**config.mk**
```make
export PLATFORM = sky130hd
export DESIGN_NAME = ahb_master_arbiter
export DESIGN_NICKNAME = d
export VERILOG_FILES = /design/src/rtl/ahb_bridge_pkg.sv /design/src/rtl/ahb_master_arbiter.sv
export SDC_FILE = /design/constraint.sdc
export NUM_CORES = 1
export LEC_CHECK = 0
export BUFFER_PORTS_ARGS = -buffer_cell sky130_fd_sc_hd__buf_2
export CAP_MARGIN = 20
export CORE_AREA = 2 2 81 83
export CTS_BUF_LIST = sky130_fd_sc_hd__clkbuf_4 sky130_fd_sc_hd__clkbuf_8
export CTS_CLUSTER_DIAMETER = 120
export DETAILED_ROUTE_END_ITERATION = 8
export DIE_AREA = 0 0 83 85
export HOLD_SLACK_MARGIN = 0.15
export PLACE_DENSITY = 0.66
export SETUP_SLACK_MARGIN = 0.3
export SYNTH_ARGS = -nofsm -noshare
export SYNTH_HDL_FRONTEND = slang
export SYNTH_SLANG_ARGS = --single-unit
```
**constraint.sdc**
```tcl
create_clock -name hclk -period 2.7 [get_ports hclk]
set_clock_uncertainty 0.15 [all_clocks]
set_input_delay 0.135 -clock hclk [delete_from_list [all_inputs] [get_ports hclk]]
set_output_delay 0.135 -clock hclk [all_outputs]
set_load 0.02 [all_outputs]
```
**src/rtl/ahb_bridge_pkg.sv**
```systemverilog
`default_nettype none
// ============================================================================
// Module      : ahb_bridge_pkg
// Description : Shared HTRANS encodings and arbiter state type.
// Revision    : 1.0 - initial release
// ============================================================================
package ahb_bridge_pkg;

  localparam logic [1:0] c_HTRANS_IDLE   = 2'b00;
  localparam logic [1:0] c_HTRANS_BUSY   = 2'b01;
  localparam logic [1:0] c_HTRANS_NONSEQ = 2'b10;
  localparam logic [1:0] c_HTRANS_SEQ    = 2'b11;

  typedef enum logic [0:0] {
    GNT0 = 1'b0,
    GNT1 = 1'b1
  } arb_state_t;

  // NONSEQ and SEQ are the only encodings with bit 1 set.
  function automatic logic is_active(input logic [1:0] trans);
    return (trans == c_HTRANS_NONSEQ) || (trans == c_HTRANS_SEQ);
  endfunction

endpackage : ahb_bridge_pkg
`default_nettype wire

```
**src/rtl/ahb_master_arbiter.sv**
```systemverilog
`default_nettype none
// ============================================================================
// Module      : ahb_master_arbiter
// Description : Two-master AHB arbiter with bounded hold and address/data mux.
// Revision    : 1.0 - initial release
// ============================================================================
module ahb_master_arbiter
  import ahb_bridge_pkg::*;
#(
  parameter int MAX_HOLD = 8
) (
  input  logic        hclk,
  input  logic        hresetn,
  input  logic        hbusreq0,
  input  logic        hbusreq1,
  input  logic [1:0]  htrans0,
  input  logic [1:0]  htrans1,
  input  logic [31:0] haddr0,
  input  logic [31:0] haddr1,
  input  logic        hwrite0,
  input  logic        hwrite1,
  input  logic [31:0] hwdata0,
  input  logic [31:0] hwdata1,
  input  logic        hreadyin,
  output logic        hgrant0,
  output logic        hgrant1,
  output logic        hmaster,
  output logic        hmaster_data,
  output logic [1:0]  htrans,
  output logic [31:0] haddr,
  output logic        hwrite,
  output logic [31:0] hwdata
);

  localparam int CW = $clog2(MAX_HOLD + 1);

  arb_state_t  r_state;
  logic        r_hgrant0;
  logic        r_hgrant1;
  logic        r_hmaster;
  logic        r_hmaster_data;
  logic [CW-1:0] r_hold_cnt;

  logic        w_own_req;
  logic        w_oth_req;
  logic [1:0]  w_own_trans;
  logic        w_active;
  logic [CW:0] w_hold_sum;
  logic        w_limit;
  logic        w_switch;

  always_comb begin
    w_own_req   = (r_state == GNT1) ? hbusreq1 : hbusreq0;
    w_oth_req   = (r_state == GNT1) ? hbusreq0 : hbusreq1;
    w_own_trans = (r_state == GNT1) ? htrans1  : htrans0;
    w_active    = is_active(w_own_trans);
    // One bit wider than the counter so the sum cannot wrap at MAX_HOLD.
    w_hold_sum  = {1'b0, r_hold_cnt} + {{CW{1'b0}}, w_active};
    w_limit     = (w_hold_sum == (CW+1)'(MAX_HOLD));
    w_switch    = w_oth_req &&
                  (!w_own_req || (w_own_trans == c_HTRANS_IDLE) || w_limit);
  end

  always_ff @(posedge hclk or negedge hresetn) begin
    if (!hresetn) begin
      r_state        <= GNT0;
      r_hgrant0      <= 1'b1;
      r_hgrant1      <= 1'b0;
      r_hmaster      <= 1'b0;
      r_hmaster_data <= 1'b0;
      r_hold_cnt     <= '0;
    end else if (hreadyin) begin
      r_hmaster_data <= r_hmaster;
      if (w_switch) begin
        r_hold_cnt <= '0;
        case (r_state)
          GNT0: begin
            r_state   <= GNT1;
            r_hgrant0 <= 1'b0;
            r_hgrant1 <= 1'b1;
            r_hmaster <= 1'b1;
          end
          default: begin
            r_state   <= GNT0;
            r_hgrant0 <= 1'b1;
            r_hgrant1 <= 1'b0;
            r_hmaster <= 1'b0;
          end
        endcase
      end else if (w_active && w_oth_req &&
                   (r_hold_cnt < CW'(MAX_HOLD))) begin
        r_hold_cnt <= r_hold_cnt + CW'(1);
      end
    end
  end

  assign hgrant0      = r_hgrant0;
  assign hgrant1      = r_hgrant1;
  assign hmaster      = r_hmaster;
  assign hmaster_data = r_hmaster_data;

  // Address phase follows the address owner, write data lags one accepted phase.
  assign htrans = r_hmaster      ? htrans1 : htrans0;
  assign haddr  = r_hmaster      ? haddr1  : haddr0;
  assign hwrite = r_hmaster      ? hwrite1 : hwrite0;
  assign hwdata = r_hmaster_data ? hwdata1 : hwdata0;

endmodule : ahb_master_arbiter
`default_nettype wire

```
Yosys cells after proc, flatten, opt, wreduce, memory -nomap -nowiden
Cells that the tools add are included.

storage, ports and cells
  register bits after elaboration = 7
  input port bits = 139
  word-level logic and storage cells = 31

cells by class
  $add $sub $neg = 2
  $lt $le $gt $ge = 1
  eq/ne operators = 3
  muxes and demuxes = 10
  reductions and logical operators = 11

operators with widths
  kind                                                                   count
  32-bit 2-to-1 mux                                                      2
  4-bit 2-to-1 mux                                                       2
  4-bit by 1-bit adder with 5-bit output                                 1
  5-bit by 4-bit equality test with 1-bit output, second input constant  1
  1-bit 2-to-1 mux                                                       5
  4-bit by 1-bit adder with 4-bit output, second input constant          1
  2-bit equality test, second input constant                             2
  4-bit < comparator, second input constant                              1
  2-bit AND reduction                                                    2
  1-bit logical AND                                                      3
  1-bit logical OR                                                       3
  2-bit zero test                                                        1
  2-bit 2-to-1 mux                                                       1
  2-bit nonzero test                                                     1
  1-bit zero test                                                        1

Longest topological paths before layout
  depth in word-level cells = 9
  depth in mapped cells = 9

Least setup slack after synthesis
No wires, ideal clock.

  path kind = reg2reg
  from = register, netlist name hmaster
  to = register r_hgrant0, in the netlist hgrant0
  library setup time = 0.085 ns
  arrival = 2.460 ns
  required time = 2.465 ns
  path slack = 0.005 ns
  stages on the path, launching flop included = 9
  cells stage by stage = dfrtp_1 > buf_6 > mux2_4 > ha_1 > ha_1 > nor2_1 > nand3_1 > a31oi_1 > mux2_1

RTL lines
  item                    RTL line                  RTL
  end signal: assignment  ahb_master_arbiter.sv:67  r_hgrant0 <= 1'b1;
  end signal: assignment  ahb_master_arbiter.sv:79  r_hgrant0 <= 1'b0;
  end signal: assignment  ahb_master_arbiter.sv:85  r_hgrant0 <= 1'b1;
  end: declaration        ahb_master_arbiter.sv:38  logic r_hgrant0;

==> out/metrics.yaml <==
register_to_register_setup_slack_ps: 400
drv_cap: 0
antenna_violating_nets_post_route: 0
root_buffer: "sky130_fd_sc_hd__clkbuf_8"
status: "finished, final reports clean"
max-vdd-ir-drop_mv: 0.657
syn-cell-area_um2: 1280
crit_slowest_cell: "sky130_fd_sc_hd__dfrtp_2"
initial_util_pct: 20.6
cp_max_fo: 4
top_layer: "met4"
synthDistinctLibCells: 28
grt_use_total_pct: 13.7
synth_sequential_area_ratio_pct: 13.8
routed_wire_length_per_instance_um: 13.2
final_cells: 406
crit_required_ps: 2700
p_leak_uw: 0.00136
ff_latch_area_um2: 178
met3WireLength_um: 589
num_io_pins: 210
r2r.worst_path.cells: 7
largest_net_degree_at_the_start_of_global_routing: 45
endpoint: "hgrant0$_DFFE_PN1P_"
drive_gt1_share_pct: 88.1
setup-violations-final: 0
timing.final.ws_setup_ps: 401
cts-htree-levels: 1
dr_total_vias: 1793
dieWidth_um: 83
critical_path_arrival_ps: 2300
numPlacedInstances: 399
io_buffers: 209
post_dp_cell_area_um2: 2430
final_cell_area_um2: 2520
hpwl_after_dpl_um: 4550
routedLengthMet1_um: 2140
first_iter_violations: 67
layout.core_utilization_pct: 40.7
critical_path.reg2reg.startpoint: "hmaster$_DFFE_PN0P_"
bufs_on_longest_clock_path: 2
clkSinkCount: 7
number_of_hold_violations_in_the_final_report: 0
number_of_nets_in_the_finished_design: 472
tritoncts: "yes"
grt_setup_unrepaired: "false"
routabilityCongestion: 0.760
synthCells: 121
synthTopCellsByArea: "sky130_fd_sc_hd__mux2_2 54%, sky130_fd_sc_hd__dfrtp_1 12%, sky130_fd_sc_hd__mux2_1 5.3%, sky130_fd_sc_hd__ha_1 2.9%, sky130_fd_sc_hd__buf_2 2.3%"
layout-area-overhead-vs-synth_pct: 96.9
critical_path.startpoint: "hmaster$_DFFE_PN0P_"
row_count: 29
grt_pass1_vias: 1746
period_utilization_pct: 85.2
die_h_um: 85
terminus_of_the_critical_flop_to_flop_path: "hgrant0$_DFFE_PN1P_"
antenna-diode-count: 0
initial_antenna_violation_count: 0
cts_made_buffers: 3
mostFrequentLayoutCell: "sky130_fd_sc_hd__buf_2"
timing.final.crit_period_ps: 2300
layout_common_cells: "209 x sky130_fd_sc_hd__buf_2, 62 x sky130_fd_sc_hd__mux2_2, 6 x sky130_fd_sc_hd__mux2_1"
avgSynthCellArea_um2: 10.6
first_pass_grt_wire_length_um: 7980
post_cts_setup_buffers: 0
overflow_left_after_global_routing: 0
hold_path.class: "primary input to async pin"
detailedRoute.firstPassIterationCount: 4
critPathCaptureType: "flop"
path_common_cell: "sky130_fd_sc_hd__ha_4"
maxSlewViolCount: 0
timing.max_slew.rel_slack_pct: 63.1
route.met2.wl_um: 2600
core_area_um2: 6200
clkTransAtPathRegs_ps: 40
dieArea_um2: 7060
timing.critical_path.cells: "mux2_4, ha_4, ha_4, nor2_4, nand4_4, a31oi_2, mux2_1"
synth_fp_nets: 263
area_used_by_multi_input_combinational_logic_um2: 1100
wl_um: 5370
final.fill_count: 623
ys_ff_latch: 7
tightest_slew_ps: 554
pwr_density_cell_nw_per_um2: 860
pre_cts_slack_ps: 418
netlist.area_leader.share_pct: 54.5
ys_warn_count: 0
max_stage_delay_ps: 400
fin_tns_setup_ps: 0
achievable-frequency_mhz: 435
cell_taking_the_most_area_after_synthesis: "sky130_fd_sc_hd__mux2_2"
worst_skew_pair.late_latency_ps: 230
remaining_drc_errors: 0
post_drt_via_cell_ratio: 4.42
worst_setup_path_start_kind: "flop"
worstSetupPathType: "flop to flop"
-- flip-flops by register name, summed over array words and instances (netlist names) --
register,count
r_hold_cnt,4
hmaster,1
hgrant0,1
hmaster_data,1
-- layout make-up --
| class | count | share of cell area (%) |
|---|---|---|
| multi-input cells | 102 | 43.7 |
| repair buffers | 214 | 43.3 |
| flip-flops and latches | 7 | 7.04 |
| well taps | 77 | 3.82 |
| clock buffers | 4 | 1.93 |
| inverters | 2 | 0.298 |
-- worst max-delay path, delay by kind of cell, from the launching register on --
kind / cells / cell delay [ps]
mux: 2 / 680
simple gates: 2 / 300
compound gates: 1 / 280
flops: 1 / 400
fa+ha+maj: 2 / 400
-- metal layers --
metal	vias up	global-route usage, %
met4	0	1.34
met1	784	16.0
met2	132	25.2
li1	873	-
met5	-	0
met3	4	4.47
-- cell families (layout without fill, tap and decap cells) --
family                   Yosys count  count (layout)  share of synthesized area (%)
buffers and inverters             12             220                           4.98
AND/OR/NAND/NOR                   18              18                           8.79
XOR/XNOR                           1               1                          0.684
flip-flops                         7               7                           13.8
adder cells (fa/ha/maj)            3               3                           2.93
multiplexers                      70              70                           61.7
AO/OA/AOI/OAI                     10              10                           7.13
-- metrics by stage --
stage | hold slack [ps] | power (uW)
after floorplan | -311 | 1530
after global placement | -164 | 1980
after detailed placement | -155 | 2000
after CTS | 230 | 2180
after global routing | 247 | 2310
final | 233 | 2170
-- repair_timing --
action                                  in CTS  in global routing
hold buffers                                 3                  0
resized for setup                            0                  2
endpoints found under the setup margin       0                  1
endpoints found under the hold margin        8                  0
-- cells in the mapped netlist, drive strengths merged --
master	count
mux2	69
buf	8
dfrtp	6
nand2	5
nor2	4
ha	3
a21o	2
a31oi	2
clkbuf	2
inv	2
nand2b	2
nand3	2
nor3	2
o32ai	2
a211oi	1
a41o	1
and3b	1
dfstp	1
mux2i	1
nand4	1
nor4b	1
o21ai	1
o21bai	1
xor2	1
-- how the worst min path moves through the flow --
| stage | slack, ps | from | to | cells past startpoint |
|---|---|---|---|---|
| finish | 230 | hresetn | hgrant0$_DFFE_PN1P_ | 2 |
| global route | 250 | hresetn | hgrant0$_DFFE_PN1P_ | 2 |
| CTS | 230 | hresetn | hgrant0$_DFFE_PN1P_ | 2 |
| detailed placement | -160 | hresetn | hmaster_data$_DFFE_PN0P_ | 1 |
| global placement | -160 | hresetn | hmaster_data$_DFFE_PN0P_ | 1 |
| floorplan | -310 | hresetn | hmaster$_DFFE_PN0P_ | 0 |
-- report_power, final --
group | switching, uW | internal (uW) | total (uW)
clock network | 48.8 | 112 | 161
registers | 41.1 | 153 | 194
logic | 1010 | 808 | 1810
Power figures use the tool's default switching activity.
